==> src/rtl/stream_demux_1to2.sv <==
// Stream 1-to-2 demultiplexer: each accepted input word is routed by in_sel
// into one of two independent first-word-fall-through FIFOs.
module stream_demux_1to2 #(
    parameter int WIDTH = 8,
    parameter int DEPTH = 4
) (
    input  logic                   clk,
    input  logic                   rst,
    input  logic                   in_valid,
    output logic                   in_ready,
    input  logic [WIDTH-1:0]       in_data,
    input  logic                   in_sel,
    output logic                   out0_valid,
    input  logic                   out0_ready,
    output logic [WIDTH-1:0]       out0_data,
    output logic                   out1_valid,
    input  logic                   out1_ready,
    output logic [WIDTH-1:0]       out1_data,
    output logic [$clog2(DEPTH):0] count0,
    output logic [$clog2(DEPTH):0] count1
);
    localparam int AW = $clog2(DEPTH);
    localparam int CW = AW + 1;
    localparam logic [CW-1:0] FULL = CW'(DEPTH);

    logic [1:0]       push;
    logic [1:0]       pop;
    logic [1:0]       ready_out;
    logic [1:0]       valid_out;
    logic [CW-1:0]    count [2];
    logic [WIDTH-1:0] head  [2];

    assign ready_out = {out1_ready, out0_ready};

    // Full FIFO blocks the push even if it pops on the same edge.
    assign in_ready = (count[in_sel] != FULL);

    for (genvar c = 0; c < 2; c++) begin : g_ch
        logic [WIDTH-1:0] mem [DEPTH];
        logic [AW-1:0]    wr_ptr;
        logic [AW-1:0]    rd_ptr;
        logic [CW-1:0]    cnt;

        assign valid_out[c] = (cnt != '0);
        assign push[c]      = in_valid && in_ready && (in_sel == 1'(c));
        assign pop[c]       = valid_out[c] && ready_out[c];
        assign head[c]      = mem[rd_ptr];
        assign count[c]     = cnt;

        // Storage is not reset; clearing the pointers and count is enough.
        always_ff @(posedge clk) begin
            if (push[c]) begin
                mem[wr_ptr] <= in_data;
            end
        end

        always_ff @(posedge clk) begin
            if (rst) begin
                wr_ptr <= '0;
                rd_ptr <= '0;
                cnt    <= '0;
            end else begin
                if (push[c]) begin
                    wr_ptr <= wr_ptr + AW'(1);
                end
                if (pop[c]) begin
                    rd_ptr <= rd_ptr + AW'(1);
                end
                case ({push[c], pop[c]})
                    2'b10:   cnt <= cnt + CW'(1);
                    2'b01:   cnt <= cnt - CW'(1);
                    default: cnt <= cnt;
                endcase
            end
        end
    end

    assign out0_valid = valid_out[0];
    assign out1_valid = valid_out[1];
    assign out0_data  = head[0];
    assign out1_data  = head[1];
    assign count0     = count[0];
    assign count1     = count[1];

endmodule

==> config.mk <==
export PLATFORM = sky130hd
export DESIGN_NAME = stream_demux_1to2
export DESIGN_NICKNAME = d
export VERILOG_FILES = /design/src/rtl/stream_demux_1to2.sv
export SDC_FILE = /design/constraint.sdc
export NUM_CORES = 1
export LEC_CHECK = 0
export ABC_AREA = 0
export CAP_MARGIN = 15
export CORE_UTILIZATION = 40
export DETAILED_ROUTE_END_ITERATION = 16
export PLACE_DENSITY = 0.6
export SLEW_MARGIN = 0
export SYNTH_ARGS = -nofsm -noshare
export SYNTH_HDL_FRONTEND = slang
export SYNTH_SLANG_ARGS = --single-unit
==> constraint.sdc <==
create_clock -name clk -period 4.9 [get_ports clk]
set_input_delay 0.49 -clock clk [delete_from_list [all_inputs] [get_ports clk]]
set_output_delay 0.49 -clock clk [all_outputs]
set_load 0.005 [all_outputs]
; After elaboration in Yosys (flattened, before gate mapping)
; Memories as Yosys holds them, arrays and structs flattened. A register that Yosys moved wholly into a read port is not among the register bits.
; Cells that the tools add are included.
[word_totals]
memories = 2
regBits = 14
wordCells = 46
ram_bits = 64
inputBits = 14
output_inout_bits = 25
[op_classes]
n_bitwise = 2
n_addsub = 8
n_eq_ne = 5
n_lt_le_gt_ge = 1
muxes = 13
reduce_logical = 9
[mem_list]
columns = name, words, width, read_ports, rd_ports_with_merged_regs, write_ports, line
row1 = g_ch[0].mem, 4, 8, 1, 1, 1, 39  ; logic [WIDTH-1:0] mem [DEPTH];
row2 = g_ch[1].mem, 4, 8, 1, 1, 1, 39
[ops]
columns = op, count
row1 = 3-bit case mux with 2 select lines, 2
row2 = 3-bit two-way mux, 3
row3 = "2-bit by 1-bit adder with 2-bit output, second input constant", 4
row4 = 2-bit two-way mux, 4
row5 = "3-bit by 1-bit adder with 3-bit output, second input constant", 2
row6 = 3-bit nonzero test, 2
row7 = "3-bit by 1-bit subtractor with 3-bit output, second input constant", 2
row8 = 1-bit logical AND, 5
row9 = "2-bit by 1-bit == test with 1-bit output, second input constant", 2
row10 = "2-bit == test, second input constant", 2
row11 = 1-bit two-way mux, 4
row12 = 2-bit nonzero test, 2
row13 = "3-bit != test, second input constant", 1
row14 = "2-bit >= comparator, second input constant", 1
row15 = 1-bit NOT with 2-bit output, 1
row16 = 1-bit NOT, 1

; Longest topological paths before layout
; Gate-level depths: netlist of run 1.
[depth]
word_depth = 9
mapped_depth = 10
mapped_depth_nobuf = 9

; Worst setup path after synthesis of run 1
; No wires, ideal clock.
[synth_timing]
path_kind = flip-flop to flip-flop
start = register g_ch[0].cnt[2], in the netlist count0[2]
end = register g_ch[0].cnt[2], in the netlist count0[2]
required_time_ns = 4.830
n_path_buf = 1
setup_time_ns = 0.070
period_less_slack_ns = 2.420
slack_ns = 2.480
t_arrival_ns = 2.350
path_stages_with_launch = 11
path_cell_list = dfxtp_1 > or3b_1 > and3b_1 > buf_6 > inv_1 > ha_1 > inv_1 > fa_1 > xor2_1 > or3_2 > a21oi_1
[synth_via]
elab_chain_cells = 8
word_cells_on_any_way = 14
cone_classes = add/sub: 2 / eq/ne: 3 / mux: 4 / reduce/logical: 5
[synth_rtl]
columns = element, line
row1 = "start, declared", 42  ; logic [CW-1:0] cnt;
row2 = "start signal, assigned", 70  ; 2'b10: cnt <= cnt + CW'(1);
row3 = "start signal, assigned", 71  ; 2'b01: cnt <= cnt - CW'(1);
row4 = "start signal, assigned", 72  ; default: cnt <= cnt;
row5 = 3-bit two-way mux (implied by the code) (3 in a row), 36  ; assign in_ready = (count[in_sel] != FULL);
row6 = 3-bit != test, 36
row7 = 1-bit logical AND (2 in a row), 45  ; assign push[c] = in_valid && in_ready && (in_sel == 1'(c));
row8 = 2-bit by 1-bit == test with 1-bit output or 2-bit == test (tied branches), 69  ; case ({push[c], pop[c]})
row9 = 3-bit case mux with 2 select lines or 2-bit nonzero test (tied branches), -
; Parallel ways exist; a longest one is shown, timed or not. The select of a mux whose other input is x is not followed.
; A chain may end at the register's enable or synchronous reset.

==> results of run 1 <==
-- synthesized netlist by cell type --
cell      number  share of area (%)
a21oi_1        5               0.76
a31oi_1        1               0.19
and2_1         4               0.76
and2_2         4               0.92
and3b_1        1               0.27
buf_1          3               0.34
buf_2          2               0.31
buf_6          1               0.34
clkbuf_1       1               0.11
dfxtp_1       18                 11
edfxtp_1      64                 59
fa_1           2                1.2
ha_1          10                3.8
inv_1         12                1.4
mux2_2         1               0.34
mux2_4         1               0.46
mux2i_1        2               0.61
mux4_2        16                 11
nand2_1        1               0.11
nand2b_1       4               0.76
nor2_1        18                2.1
o21ai_0        2               0.31
o311ai_0       2               0.53
o31a_1         1               0.27
o31a_2         1               0.31
or3_1          2               0.38
or3_2          2               0.46
or3b_1         1               0.27
xnor2_1        2               0.53
xor2_1         6                1.6
-- area by class of cell --
| type | count | area [sq um] | share of cell area, % |
|---|---|---|---|
| flip-flops and latches | 82 | 2280 | 57.8 |
| clock buffers | 9 | 124 | 3.13 |
| clock inverters | 7 | 76.3 | 1.93 |
| repair buffers | 38 | 380 | 9.63 |
| well taps | 102 | 128 | 3.23 |
| multi-input cells | 89 | 916 | 23.2 |
| inverters | 12 | 45.0 | 1.14 |
-- tightest hold or removal path, cell delays in order (launching register included) --
cell and delay, ns:
dfxtp_1 0.34, nand2b_1 0.07, mux2i_1 0.06
-- per-stage QoR --
| stage | setup WS [ns] | total power (uW) | std cells | util [%] | instance area, sq um |
|---|---|---|---|---|---|
| 3_3_place_gp | 2.19 | 1370 | 323 | 47.8 | 3750 |
| 6_report | 2.34 | 1830 | 339 | 50.4 | 3950 |
| 3_5_place_dp | 2.16 | 1370 | 323 | 47.8 | 3750 |
| 5_1_grt | 2.12 | 1930 | 339 | 50.4 | 3950 |
| 2_1_floorplan | 2.48 | 1150 | 190 | - | 3280 |
| 4_1_cts | 2.26 | 1860 | 339 | 50.4 | 3950 |
-- sequential cells by signal, indices dropped and copies added, names as in the netlist, named ones only --
register and count:
g_ch.wr_ptr 4, count0 3, count1 3, g_ch.rd_ptr 4, g_ch.mem 64
-- cell families (layout without fill, tap and decap cells) --
group | after synthesis | count (layout) | share of synthesized area (%)
adder cells (fa/ha/maj) | 12 | 12 | 5.04
XOR/XNOR | 8 | 8 | 2.14
AO/OA/AOI/OAI | 12 | 12 | 2.37
flip-flops | 82 | 82 | 69.6
buffers and inverters | 19 | 66 | 2.48
multiplexers | 20 | 20 | 12.4
AND/OR/NAND/NOR | 37 | 37 | 5.99
-- per-layer routing --
layer | global-route usage, % | vias to the layer above | share of wire [%]
met3 | 2.55 | 11 | 4.0
met5 | 0 | - | 0
met4 | 7.81 | 0 | 2.3
li1 | - | 792 | -
met2 | 22.3 | 39 | 49
met1 | 17.4 | 811 | 44
-- worst max-delay path by stage --
stage                    from      endpoint  cells past startpoint
floorplan           count0[2]     count0[2]                     10
global placement       in_sel     count0[2]                      9
detailed placement     in_sel     count0[2]                      9
CTS                      flop  out0_data[5]                      2
global route        count0[2]     count0[2]                      9
finish                   flop  out0_data[5]                      2
-- report_power, final --
group | switching (uW) | internal, uW | total [uW]
Combinational | 153 | 298 | 451
Clock | 247 | 239 | 486
Sequential | 84.8 | 809 | 894
-- placed cells by master, fill, tap and decap left out, drive strengths merged, types with 2 or more instances in the layout --
master / n
a21oi: 5
dfxtp: 18
edfxtp: 64
ha: 10
xnor2: 2
fa: 2
o21ai: 2
xor2: 6
nor2: 18
mux2i: 2
clkbuf: 9
clkinv: 2
mux4: 16
clkdlybuf4s50: 38
nand2b: 4
mux2: 2
o311ai: 2
and2: 8
clkinvlp: 2
o31a: 2
inv: 14
or3: 4
==> impl_results.md, run 1 <==
* Status: finished, final reports clean
* Final-layout fill cell count at 703
* Die area at 8560 sq um
* Hold crit path type: flop to flop
* Initial antenna violation count at 0
* Cell variety after synth at 30
* Max Clock Freq at 0.391 GHz
* Max_cap viols at 0
* Yosys warns at 0
* Worst skew pair latency at 0.35 ns
* Layout cell share with drive strength beyond 1 at 17.3%
* Period Utilization, post-route at 52.2%
* Reg clk slew, reported paths at 0.08 ns
* Crit. End Element: primary output
* Slew Limit Fails at 0
* Largest net degree at the start of global routing at 21
* Core area at 7850 sq um
* Final GP Congestion at 0.643
* CTS Buffer Depth at 2
* GRT Residual Overflow at 0
* H-tree levels at 3
* Resized Gates After CTS at 0
* Width of the die at 92.5 microns
* PD cells at 463 nW/um^2
* WL final at 5240 microns
* Largest fanout on the critical path at 8
* Peak VDD IR at 0.000204 V
* Top Family by Delay on Critical Path: flip-flops
* Synth Instances at 190
* Via density at 4.88
* Synth Cell Area at 3280 sq um
* Mapped Nets at 216
* Pleak at 0.00130 uW
* Setup Skew at 0.0141 ns
* RSZ-0062 raised after global routing: no
* Startpoint types: flop
* Hold Path Sink: g_ch[0].wr_ptr[1]
* Vias at 1653
* Row Count at 32
* CP required at 4.41 ns
* Area growth from synthesis to layout at 20.5%
* Worst EP arrival at 2.07 ns
* Crit path time final at 2.56 ns
* Final hold vios at 0
* Syn Area/Cell at 17.3 sq um
* Crit path largest cell delay at 0.68 ns
* Setup TNS at 0 ns
* Synthesis-stage register bit count at 82
* Worst slew pin tran at 0.649 ns
* Reg-to-Reg End: count0[2]
* Crit path kind: flop to primary output
* Average detailed-routed wire length per instance at 15.4 microns
* Clock Sinks at 82
* Nets at 258
* R2r worst-path depth at 9
* Clk root buf: clkbuf_8
* ANT cells at 0
* Vias in the first global route at 1652
* Hold_sp: g_ch[0].wr_ptr[1]
* Residual DRC at 0
* Starting Density at 41.8%
* TritonCTS clock tree: built
* Die Y at 92.5 microns
* Final setup fails at 0
* First-pass detailed-route iteration total at 4
* Hold_buf cts at 0
* Max_slew headroom at 56.6%
* Global Route Usage Sum at 13.8%
* Reg-to-reg setup timing slack at 2.35 ns
* Hold path depth at 2
* Worst path slowest cell: dfxtp_1
* Fin Hold WS at 0.515 ns
* Postcts setup bufs at 0
* Port bufs at 38
* Worst R2R Start: count0[2]
* CTS Buf Count at 9
* Register area share after synthesis at 69.6%
* Top Ports at 39
* Worst path bufs/invs at 1
* Antenna-violating nets left at 0
* First-pass GRT wire length at 8530 microns
* DPL Wire Length at 3420 microns
* First DRT Iteration DRCs at 57
* CP Cell Sequence: mux4_2, clkdlybuf4s50_1
(Power assumes the default switching activity.)
==> run 2, diff against run 1 <==
PLACE_DENSITY = 0.63   (was 0.6)
clock period = 2.34 ns   (was 4.9 ns; I/O delays follow)
==> impl_results.md, run 2 (synthesized netlist as in run 1, its figures left out) <==
* Clk root buf: clkbuf_8 (unchanged)
* CTS Buffer Depth at 2 (unchanged)
* GRT Residual Overflow at 0 (unchanged)
* Final GP Congestion at 0.708 (was 0.643)
* First-pass GRT wire length at 8910 microns (was 8530 microns)
* Nets at 268 (was 258)
* Worst EP arrival at 2.45 ns (was 2.07 ns)
* Final-layout fill cell count at 694 (was 703)
* Setup TNS at 0 ns (unchanged)
* Largest registers: g_ch.mem (64), g_ch.rd_ptr (4), g_ch.wr_ptr (4) (unchanged)
* Cell mode on critical path: inv_1
* Area growth from synthesis to layout at 23.1% (was 20.5%)
* Via density at 4.77 (was 4.88)
* Worst skew pair latency at 0.35 ns (about the same)
* Hold Path Sink: g_ch[0].wr_ptr[1] (unchanged)
* Crit path time final at 2.18 ns
* Width of the die at 92.5 microns (unchanged)
* Global Route Usage Sum at 14.1% (was 13.8%)
* R2r worst-path depth at 9 (unchanged)
* ANT cells at 0 (unchanged)
* Most common cell after layout, fill and taps aside: edfxtp_1 (unchanged)
* PD cells at 967 nW/um^2 (was 463 nW/um^2)
* Layout cell share with drive strength beyond 1 at 22.3% (was 17.3%)
* Startpoint types: flop (unchanged)
* CP required at 2.62 ns (was 4.41 ns)
* Max Clock Freq at 0.460 GHz
* CP Cell Sequence: or3b_1, and3b_1, inv_1, ha_2, inv_1, fa_2, xor2_1, or3_4, a21oi_2 (was mux4_2, clkdlybuf4s50_1)
* Hold_sp: g_ch[0].wr_ptr[1] (unchanged)
* Hold crit path type: flop to flop (unchanged)
* Largest net degree at the start of global routing at 15 (was 21)
* Period Utilization, post-route at 93.0%
* Residual DRC at 0 (unchanged)
* Starting Density at 41.8% (unchanged)
* Average detailed-routed wire length per instance at 15.4 microns (about the same)
* Commonest cells after routing, fill and taps aside: 64 x edfxtp_1, 38 x clkdlybuf4s50_1, 18 x nor2_1 (was 64 x edfxtp_1, 38 x clkdlybuf4s50_1, 18 x nor2_1, 18 x dfxtp_1, 16 x mux4_2)
* Crit path kind: flop to flop (was flop to primary output)
* Slew Limit Fails at 0 (unchanged)
* Core area at 7850 sq um (unchanged)
* Worst slew pin tran at 0.466 ns (was 0.649 ns)
* Setup Skew at 0.0130 ns (was 0.0141 ns)
* Worst R2R Start: count0[0] (was count0[2])
* Top Ports at 39 (unchanged)
* Crit. End Element: flop (was primary output)
* Largest Register: g_ch.mem (unchanged)
* First-pass detailed-route iteration total at 4 (unchanged)
* Hold_buf cts at 0 (unchanged)
* Final Util at 51.4% (was 50.4%)
* Clock Sinks at 82 (unchanged)
* Final setup fails at 0 (unchanged)
* Die Y at 92.5 microns (unchanged)
* Reg-to-reg setup timing slack at 0.16 ns (was 2.35 ns)
* RSZ-0062 raised after global routing: no (unchanged)
* Peak VDD IR at 0.000402 V (was 0.000204 V)
* Row Count at 32 (unchanged)
* TritonCTS clock tree: built (unchanged)
* Pleak at 0.00135 uW (was 0.00130 uW)
* First DRT Iteration DRCs at 65 (was 57)
* Reg-to-Reg End: count0[2] (unchanged)
* WL final at 5370 microns (was 5240 microns)
* Worst path slowest cell: or3b_1 (was dfxtp_1)
* CTS Buf Count at 9 (unchanged)
* Status: finished, final reports clean (unchanged)
* Worst path bufs/invs at 2 (was 1)
* Max_slew headroom at 68.9% (was 56.6%)
* Largest fanout on the critical path at 2 (was 8)
* Top Family by Delay on Critical Path: simple AND/OR/NAND/NOR gates (was flip-flops)
* Port bufs at 38 (unchanged)
* Max reg flops at 64 (unchanged)
* Antenna-violating nets left at 0 (unchanged)
* Final hold vios at 0 (unchanged)
* Hold path depth at 2 (unchanged)
* Vias in the first global route at 1755 (was 1652)
* Reg clk slew, reported paths at 0.08 ns (about the same)
* Die area at 8560 sq um (unchanged)
* Initial antenna violation count at 0 (unchanged)
* Vias at 1664 (was 1653)
* Total area of sequential cells at 2280 sq um (about the same)
* Multi-input gate area at 928 sq um (was 916 sq um)
* Crit path largest cell delay at 0.38 ns (was 0.68 ns)
* DPL Wire Length at 3540 microns (was 3420 microns)
* Max_cap viols at 0 (unchanged)
* H-tree levels at 3 (unchanged)
run 2: layout make-up:
| cell class | count | share of cell area, % |
|---|---|---|
| clock inverter | 6 | 1.67 |
| timing repair buffer | 48 | 11.3 |
| multi-input combinational | 89 | 23.0 |
| tap | 102 | 3.16 |
| sequential | 82 | 56.6 |
| inverter | 12 | 1.12 |
| clock buffer | 10 | 3.16 |
run 2: power breakdown:
part	total [uW]	internal [uW]	switching [uW]
Clock	995	495	500
Combinational	1130	686	444
Sequential	1780	1700	84.3
run 2: stage by stage:
stage	area [sq um]	hold slack, ns	power, uW	instances	setup WS [ns]
2_1_floorplan	3290	0.333	2420	190	0.00409
5_1_grt	4040	0.581	4130	349	0.0872
3_3_place_gp	3830	0.500	2930	332	0.101
3_5_place_dp	3830	0.517	2940	332	0.00126
4_1_cts	4020	0.533	3950	348	0.0299
6_report	4040	0.530	3910	349	0.164
run 2: tightest hold or removal path: cells and delay by family (launching register included):
kind             cells  cell delay (ns)
flip-flops           1             0.35
multiplexers         1             0.06
AND/OR/NAND/NOR      1             0.07
run 2: layer usage:
metal | track usage [%] | wire length (microns)
met5 | 0 | 0
met4 | 5.08 | 91
met3 | 3.86 | 239
met2 | 22.3 | 2560
met1 | 18.9 | 2480
run 2: worst max-delay path by stage:
stage / cells past startpoint / startpoint / endpoint / slack (ns)
after global routing: 9 / count0[0] / count0[2] / 0.09
after global placement: 9 / in_sel / count0[2] / 0.10
after CTS: 9 / count0[0] / count0[2] / 0.03
final: 9 / count0[0] / count0[2] / 0.16
after floorplan: 10 / count0[0] / count0[2] / 0.004
after detailed placement: 9 / in_sel / count0[2] / 0.001
run 2: repair_timing:
item                       CTS  global route
hold endpoints to repair     0             0
resized for setup            0             2
setup endpoints to repair    0             1
setup buffers                0             1
